**config.mk**
```make
export PLATFORM = sky130hd
export DESIGN_NAME = countdown_timer
export DESIGN_NICKNAME = d
export VERILOG_FILES = /design/src/rtl/countdown_timer.sv
export SDC_FILE = /design/constraint.sdc
export NUM_CORES = 1
export LEC_CHECK = 0
export BUFFER_PORTS_ARGS = -buffer_cell sky130_fd_sc_hd__buf_4
export CORE_UTILIZATION = 55
export CTS_BUF_LIST = sky130_fd_sc_hd__clkbuf_8
export DETAILED_ROUTE_END_ITERATION = 8
export HOLD_SLACK_MARGIN = 0.03
export PLACE_DENSITY = 0.85
export SYNTH_ARGS = -nofsm -noshare
export SYNTH_HDL_FRONTEND = slang
export SYNTH_SLANG_ARGS = --single-unit
```
**constraint.sdc**
```tcl
create_clock -name clk -period 5 [get_ports clk]
set_input_delay 0.75 -clock clk [delete_from_list [all_inputs] [get_ports clk]]
set_output_delay 0.75 -clock clk [all_outputs]
set_load 0.02 [all_outputs]
```
**src/rtl/countdown_timer.sv**
```systemverilog
// Four-digit BCD MM:SS down-counter with load, start/pause control and
// expiry signalling; counts down one second per enable strobe while running.
module countdown_timer #(
  parameter int unsigned MIN_TENS_MAX = 5,
  parameter int unsigned SEC_TENS_MAX = 5
) (
  input  logic       clk,
  input  logic       rst,
  input  logic       enable,
  input  logic       load,
  input  logic [3:0] load_min_tens,
  input  logic [3:0] load_min_ones,
  input  logic [3:0] load_sec_tens,
  input  logic [3:0] load_sec_ones,
  input  logic       start,
  input  logic       pause,
  output logic [3:0] min_tens,
  output logic [3:0] min_ones,
  output logic [3:0] sec_tens,
  output logic [3:0] sec_ones,
  output logic       running,
  output logic       expired,
  output logic       done
);

  localparam int unsigned DW = 4;
  localparam logic [DW-1:0] MT_MAX   = DW'(MIN_TENS_MAX);
  localparam logic [DW-1:0] ST_MAX   = DW'(SEC_TENS_MAX);
  localparam logic [DW-1:0] ONES_MAX = DW'(9);

  typedef enum logic [1:0] {
    IDLE    = 2'd0,
    RUN     = 2'd1,
    PAUSED  = 2'd2,
    EXPIRED = 2'd3
  } state_t;

  state_t state;

  logic [DW-1:0] dec_mt, dec_mo, dec_st, dec_so;
  logic [DW-1:0] clamp_mt, clamp_mo, clamp_st, clamp_so;
  logic          borrow_so, borrow_st, borrow_mo;
  logic          at_zero, at_one;

  // Borrow chain for one-second decrement, plus clamped load digits
  always_comb begin
    borrow_so = (sec_ones == '0);
    dec_so    = borrow_so ? ONES_MAX : sec_ones - DW'(1);

    borrow_st = borrow_so && (sec_tens == '0);
    dec_st    = sec_tens;
    if (borrow_so) dec_st = (sec_tens == '0) ? ST_MAX : sec_tens - DW'(1);

    borrow_mo = borrow_st && (min_ones == '0);
    dec_mo    = min_ones;
    if (borrow_st) dec_mo = (min_ones == '0) ? ONES_MAX : min_ones - DW'(1);

    dec_mt = min_tens;
    if (borrow_mo) dec_mt = min_tens - DW'(1);

    clamp_mt = (load_min_tens > MT_MAX)   ? MT_MAX   : load_min_tens;
    clamp_mo = (load_min_ones > ONES_MAX) ? ONES_MAX : load_min_ones;
    clamp_st = (load_sec_tens > ST_MAX)   ? ST_MAX   : load_sec_tens;
    clamp_so = (load_sec_ones > ONES_MAX) ? ONES_MAX : load_sec_ones;

    at_zero = (min_tens == '0) && (min_ones == '0) &&
              (sec_tens == '0) && (sec_ones == '0);
    at_one  = (min_tens == '0) && (min_ones == '0) &&
              (sec_tens == '0) && (sec_ones == DW'(1));
  end

  // Control FSM with registered digits and status flags
  always_ff @(posedge clk or negedge rst) begin
    if (!rst) begin
      state    <= IDLE;
      min_tens <= '0;
      min_ones <= '0;
      sec_tens <= '0;
      sec_ones <= '0;
      running  <= 1'b0;
      expired  <= 1'b0;
      done     <= 1'b0;
    end else begin
      done <= 1'b0;
      case (state)
        IDLE, PAUSED, EXPIRED: begin
          if (load) begin
            min_tens <= clamp_mt;
            min_ones <= clamp_mo;
            sec_tens <= clamp_st;
            sec_ones <= clamp_so;
            state    <= IDLE;
            running  <= 1'b0;
            expired  <= 1'b0;
          end else if (start && !at_zero && state != EXPIRED) begin
            state   <= RUN;
            running <= 1'b1;
          end
        end
        RUN: begin
          if (pause) begin
            state   <= PAUSED;
            running <= 1'b0;
          end else if (enable && !at_zero) begin
            min_tens <= dec_mt;
            min_ones <= dec_mo;
            sec_tens <= dec_st;
            sec_ones <= dec_so;
            if (at_one) begin
              state   <= EXPIRED;
              running <= 1'b0;
              expired <= 1'b1;
              done    <= 1'b1;
            end
          end
        end
        default: begin
          state   <= IDLE;
          running <= 1'b0;
        end
      endcase
    end
  end

endmodule
```
---- Word level (Yosys, flattened, before mapping) ----
Cells that the tools add are included.
storage, ports and cells
  flip-flop bits (word level) ............. 21
  bits of input ports ..................... 22
  output and inout bits ................... 19
cells by class
  add/subtract/negate cells ............... 4
  $lt $le $gt $ge ......................... 4
  eq/ne operators ......................... 15
  muxes and demuxes ....................... 47
  reduce and logical (&&, ||, !) cells .... 22
operator list
  kind                 count
  $mux 4               22
  $pmux 4 s2           4
  $logic_not 4->1      4
  $ne 2x2->1 const B   8
  $reduce_and 4->1     4
  $sub 4x1->4 const B  4
  $mux 1               13
  $mux 2               5
  $logic_and 1x1->1    9
  $ne 3x3->1 const B   3
  $gt 4x3->1 const B   2
  $gt 4x4->1 const B   2
  $reduce_and 3->1     2
  $eq 2x2->1 const B   2
  $eq 4x1->1 const B   1
  $pmux 1 s2           2
  $pmux 2 s2           1
  $reduce_or 3->1      1
  $eq 2x1->1 const B   1
  $logic_not 2->1      1
  $logic_not 1->1      1

---- Depth between registers and ports, before layout ----
  depth in word-level cells ............... 10
  mapped depth ............................ 6
  depth with buffers taken out ............ 6

---- Worst setup path before layout ----
Ideal clock, no wire load.
  path type ............................... reg2reg
  from .................................... reg min_tens[0]
  to ...................................... reg sec_tens[2]
  arrival ................................. 2.071 ns
  data required time ...................... 4.861 ns
  setup slack ............................. 2.790 ns
  stages on the path, launching flop included .. 7
  clock period less this slack ............ 2.210 ns
  path through ............................ dfrtp_1 inv_1 ha_1 or4b_4 or4_4 a21oi_4 o221ai_1
on the way
  word-level cells in the longest chain between the ends .. 8
ends and longest elaborated chain
  item                            RTL line  text
  from (decl)                     17        output logic [3:0] min_tens,
  from (signal assigned)          88        min_tens <= clamp_mt;
  from (signal assigned)          105       min_tens <= dec_mt;
  $logic_not 4->1                 66        at_zero = (min_tens == '0) && (min_ones == '0) &&
  $logic_and 1x1->1 (2 in a row)  66
  $logic_and 1x1->1               67        (sec_tens == '0) && (sec_ones == '0);
  $logic_not 1->1                 104       end else if (enable && !at_zero) begin
  $logic_and 1x1->1               104
  $ne 2x2->1 (no line)            -
  $reduce_and 4->1 (no line)      -
  to (signal assigned)            90        sec_tens <= clamp_st;
  to (signal assigned)            107       sec_tens <= dec_st;
  to (decl)                       19        output logic [3:0] sec_tens,
No other way between the ends.
A chain may end at the register's enable or synchronous reset.

---- Final worst setup path ----
  from .................................... reg state[1]
  to ...................................... reg min_tens[1]
on the way
  word-level cells in the longest chain between the ends .. 4
  elaborated cells between the ends (all ways) .. 11
ends and longest elaborated chain
  item                                                  RTL line  text
  from (decl)                                           38        state_t state;
  from (signal assigned)                                75        state <= IDLE;
  from (signal assigned)                                92        state <= IDLE;
  from (signal assigned)                                96        state <= RUN;
  $eq 2x2->1 / $logic_not 2->1 (equally long branches)  85        case (state)
  $reduce_or 3->1                                       85
  $ne 2x2->1 (no line)                                  -
  $reduce_and 4->1 (no line)                            -
Several ways; a longest one is shown, not always the timed one.

==> impl_summary.log <==
INFO  metric status = completed
INFO  metric post-place-cells = 223
INFO  metric synth-seq-cells = 21
INFO  metric die_h = 53.0 um
INFO  metric number_of_flops_mapped_to_enable_cells_by_yosys = 0
INFO  metric final_cell_count_no_fill = 227
INFO  metric die_area = 2810 sq um
INFO  metric post-dp-hpwl = 2690 um
INFO  metric finalSetupViolations = 0
INFO  metric report.final.hold_viol_count = 0
INFO  metric leakagePower = 0.000763 uW
INFO  metric ant_nets = 0
INFO  metric async_s_r_ff_share_synth = 1.00
INFO  metric max_slew_margin = 0.494
INFO  metric cts_root_buffer = clkbuf_8
INFO  metric vias = 1453
INFO  metric synth_area_in_compound_gates = 0.284
INFO  metric critical_path.max_fanout = 19
INFO  metric worst_clock_skew = 0.00389 ns
INFO  metric final_nets = 222
INFO  metric drt_pre_antenna_iters = 5
INFO  metric cts_buffer_depth = 2
INFO  metric worstSetupEndpointType = flip-flop
INFO  metric synth_mux_area_frac = 0.00699
INFO  metric io_buffers = 40
INFO  metric fp.coreArea = 2480 sq um
INFO  metric overflow = 0
INFO  metric max-cap-violations = 0
INFO  metric synth_to_layout_area_growth = 24.1%
INFO  metric layout.cells.most_common_list = 41 x buf_4, 21 x dfrtp_1, 14 x nand2_1, 14 x nor2_1, 10 x a21oi_1
INFO  metric timing.critical_path.slowest_stage_cell = a211oi_1
INFO  metric cts_made_buffers = 3
INFO  metric hold-worst-slack = 0.363 ns
INFO  metric synth_top_family_by_area = compound AO/OA/AOI/OAI gates
INFO  metric synthesis.instances = 160
INFO  metric drt-initial-drc-count = 51
INFO  metric cts.sinks = 21
INFO  metric die-width = 53.0 um
INFO  metric syn_avg_cell_area = 8.95 sq um
INFO  metric synthSimpleGateAreaFrac = 0.280
INFO  metric timing.final.max_slew_violations = 0
INFO  metric post_route_cells_drive_above_1_share = 0.284
INFO  metric remaining_drc_errors = 0
INFO  metric crit-reg2reg-launch = state[1]
INFO  metric cts.repair.resized = 0
INFO  metric groute.usage.overall = 0.277
INFO  metric synth_area_in_adders = 0.0175
INFO  metric setup.worst_path.class = reg -> reg
INFO  metric multiInputGateArea = 842 sq um
INFO  metric insertion_delay = 0.26 ns
INFO  metric finalWirelength = 3630 um
INFO  metric synthFlopType = dfrtp_1
INFO  metric r2r-end = min_tens[1]
INFO  metric critical_path.n_buffers_inverters = 0
INFO  metric critPathLaunchType = flip-flop
INFO  metric worst_hold_path_type = in -> async
INFO  metric worst-path-stages = 4
INFO  metric grt_start_max_net_pins = 22
INFO  metric maximum_resistive_drop_on_vdd = 0.303 mV
INFO  metric h-tree-depth = 1
INFO  metric rsz0062_at_grt = false
INFO  metric synth-seq-area-share = 0.367
INFO  metric first_global_vias = 1272
INFO  metric synth.yosys.warnings = 0
INFO  metric grt_pass1_wl = 5740 um
INFO  metric finalCritPeriodShare = 0.478
INFO  metric worst-r2r-cell-count = 4
INFO  metric gpl.final_weighted_congestion = 0.804
INFO  metric worstMarginPinSlew = 0.752 ns
INFO  metric final.fill_count = 193
INFO  metric crit_required = 5.19 ns
INFO  metric antenna_violations_before_repair = 0
INFO  metric post-route-min-period = 2.39 ns
INFO  metric postSynthNetCount = 184
INFO  metric number_of_unique_standard_cell_types_used_by_synthesis = 49
INFO  metric worst_setup_hold_path_clk_slew = 0.08 ns
INFO  metric drt-vias-per-instance = 6.40
INFO  metric setup_total_negative_slack = 0 ns
INFO  metric floorplan.initialDensity = 0.578
INFO  metric p_total = 729 uW
INFO  metric storage_element_area = 526 sq um
INFO  metric crit_arrival = 2.58 ns
INFO  metric max_clock_freq = 0.419 GHz
INFO  metric post_cts_setup_buffer_count = 0
INFO  metric cp_slowest_stage_delay = 0.67 ns
INFO  metric synth-xor-area-share = 0
INFO  metric detail_route.wl_per_cell = 16.0 um
INFO  metric power.density = 410 nW/um^2
INFO  metric io_pins = 41
INFO  metric rows = 18
INFO  metric area_of_the_mapped_netlist = 1430 sq um
INFO  metric layout_commonest_cell = buf_4
INFO  metric antennaDiodeCount = 0
INFO  metric cts_hold_buffers = 0
INFO  metric critical_path.cell_chain = nand2b_1, nand2_1, a211oi_1, mux2i_1
INFO  metric r2r_slack = 2.61 ns
INFO  metric delay_heaviest_family_cp = simple AND/OR/NAND/NOR gates
INFO  metric utilization = 0.717
INFO  metric tritoncts = built
## metrics by stage
step	cell area [sq um]	worst slack, ns
detailed placement	1730	2.69
floorplan	1430	2.79
CTS	1780	2.67
finish	1780	2.61
global placement	1730	2.77
global route	1780	2.47
## layout make-up
| type | instances | area share |
|---|---|---|
| tap | 30 | 0.0211 |
| clock inverter | 1 | 0.00211 |
| timing repair buffer | 41 | 0.173 |
| clock buffer | 3 | 0.0232 |
| inverter | 5 | 0.0106 |
| sequential | 21 | 0.296 |
| multi-input combinational | 126 | 0.474 |
## routing by layer
metal | GRT usage | routed length [um] | vias to the layer above
met5 | 0 | 0 | -
met1 | 0.363 | 1580 | 685
met2 | 0.485 | 1810 | 59
met4 | 0.0658 | 42 | 0
met3 | 0.0259 | 197 | 6
li1 | - | - | 703
## cells by family after synthesis
group / count (synthesis)
flip-flops: 21
AND/OR/NAND/NOR: 68
AO/OA/AOI/OAI: 55
adder cells (fa/ha/maj): 2
multiplexers: 1
buffers and inverters: 13
## cell usage after synthesis, drive strengths merged, types with 3 or more instances
cell | n | area, sq um
o21ai | 5 | 25.0
dfrtp | 21 | 526
or4 | 4 | 41.3
nor3 | 6 | 30.0
o22a | 3 | 26.3
inv | 5 | 18.8
or3 | 3 | 18.8
a21oi | 12 | 75.1
o211ai | 4 | 30.0
nor4 | 6 | 52.6
a211oi | 3 | 22.5
o221ai | 7 | 61.3
nand2 | 14 | 52.6
clkbuf | 6 | 22.5
nor2 | 14 | 52.6
nand3 | 5 | 25.0
a31oi | 4 | 25.0
## where the power goes
| part | switching (uW) | internal, uW | total (uW) |
|---|---|---|---|
| Combinational | 183 | 142 | 325 |
| Clock | 53.8 | 54.7 | 108 |
| Sequential | 81.9 | 214 | 296 |
| Total | 318 | 411 | 729 |
## state kept, by name, indices dropped and copies added (netlist names)
name	count
running	1
expired	1
done	1
state	2
min_tens	4
sec_tens	4
sec_ones	4
min_ones	4
## worst max-delay path by stage
stage	from	end	slack [ns]
2_1_floorplan	min_tens[0]	sec_tens[2]	2.79
3_3_place_gp	min_tens[1]	sec_ones[1]	2.77
3_5_place_dp	state[1]	min_tens[1]	2.69
4_1_cts	state[1]	min_tens[1]	2.67
5_1_grt	state[1]	min_tens[1]	2.47
6_report	state[1]	min_tens[1]	2.61
(Power assumes the default switching activity.)
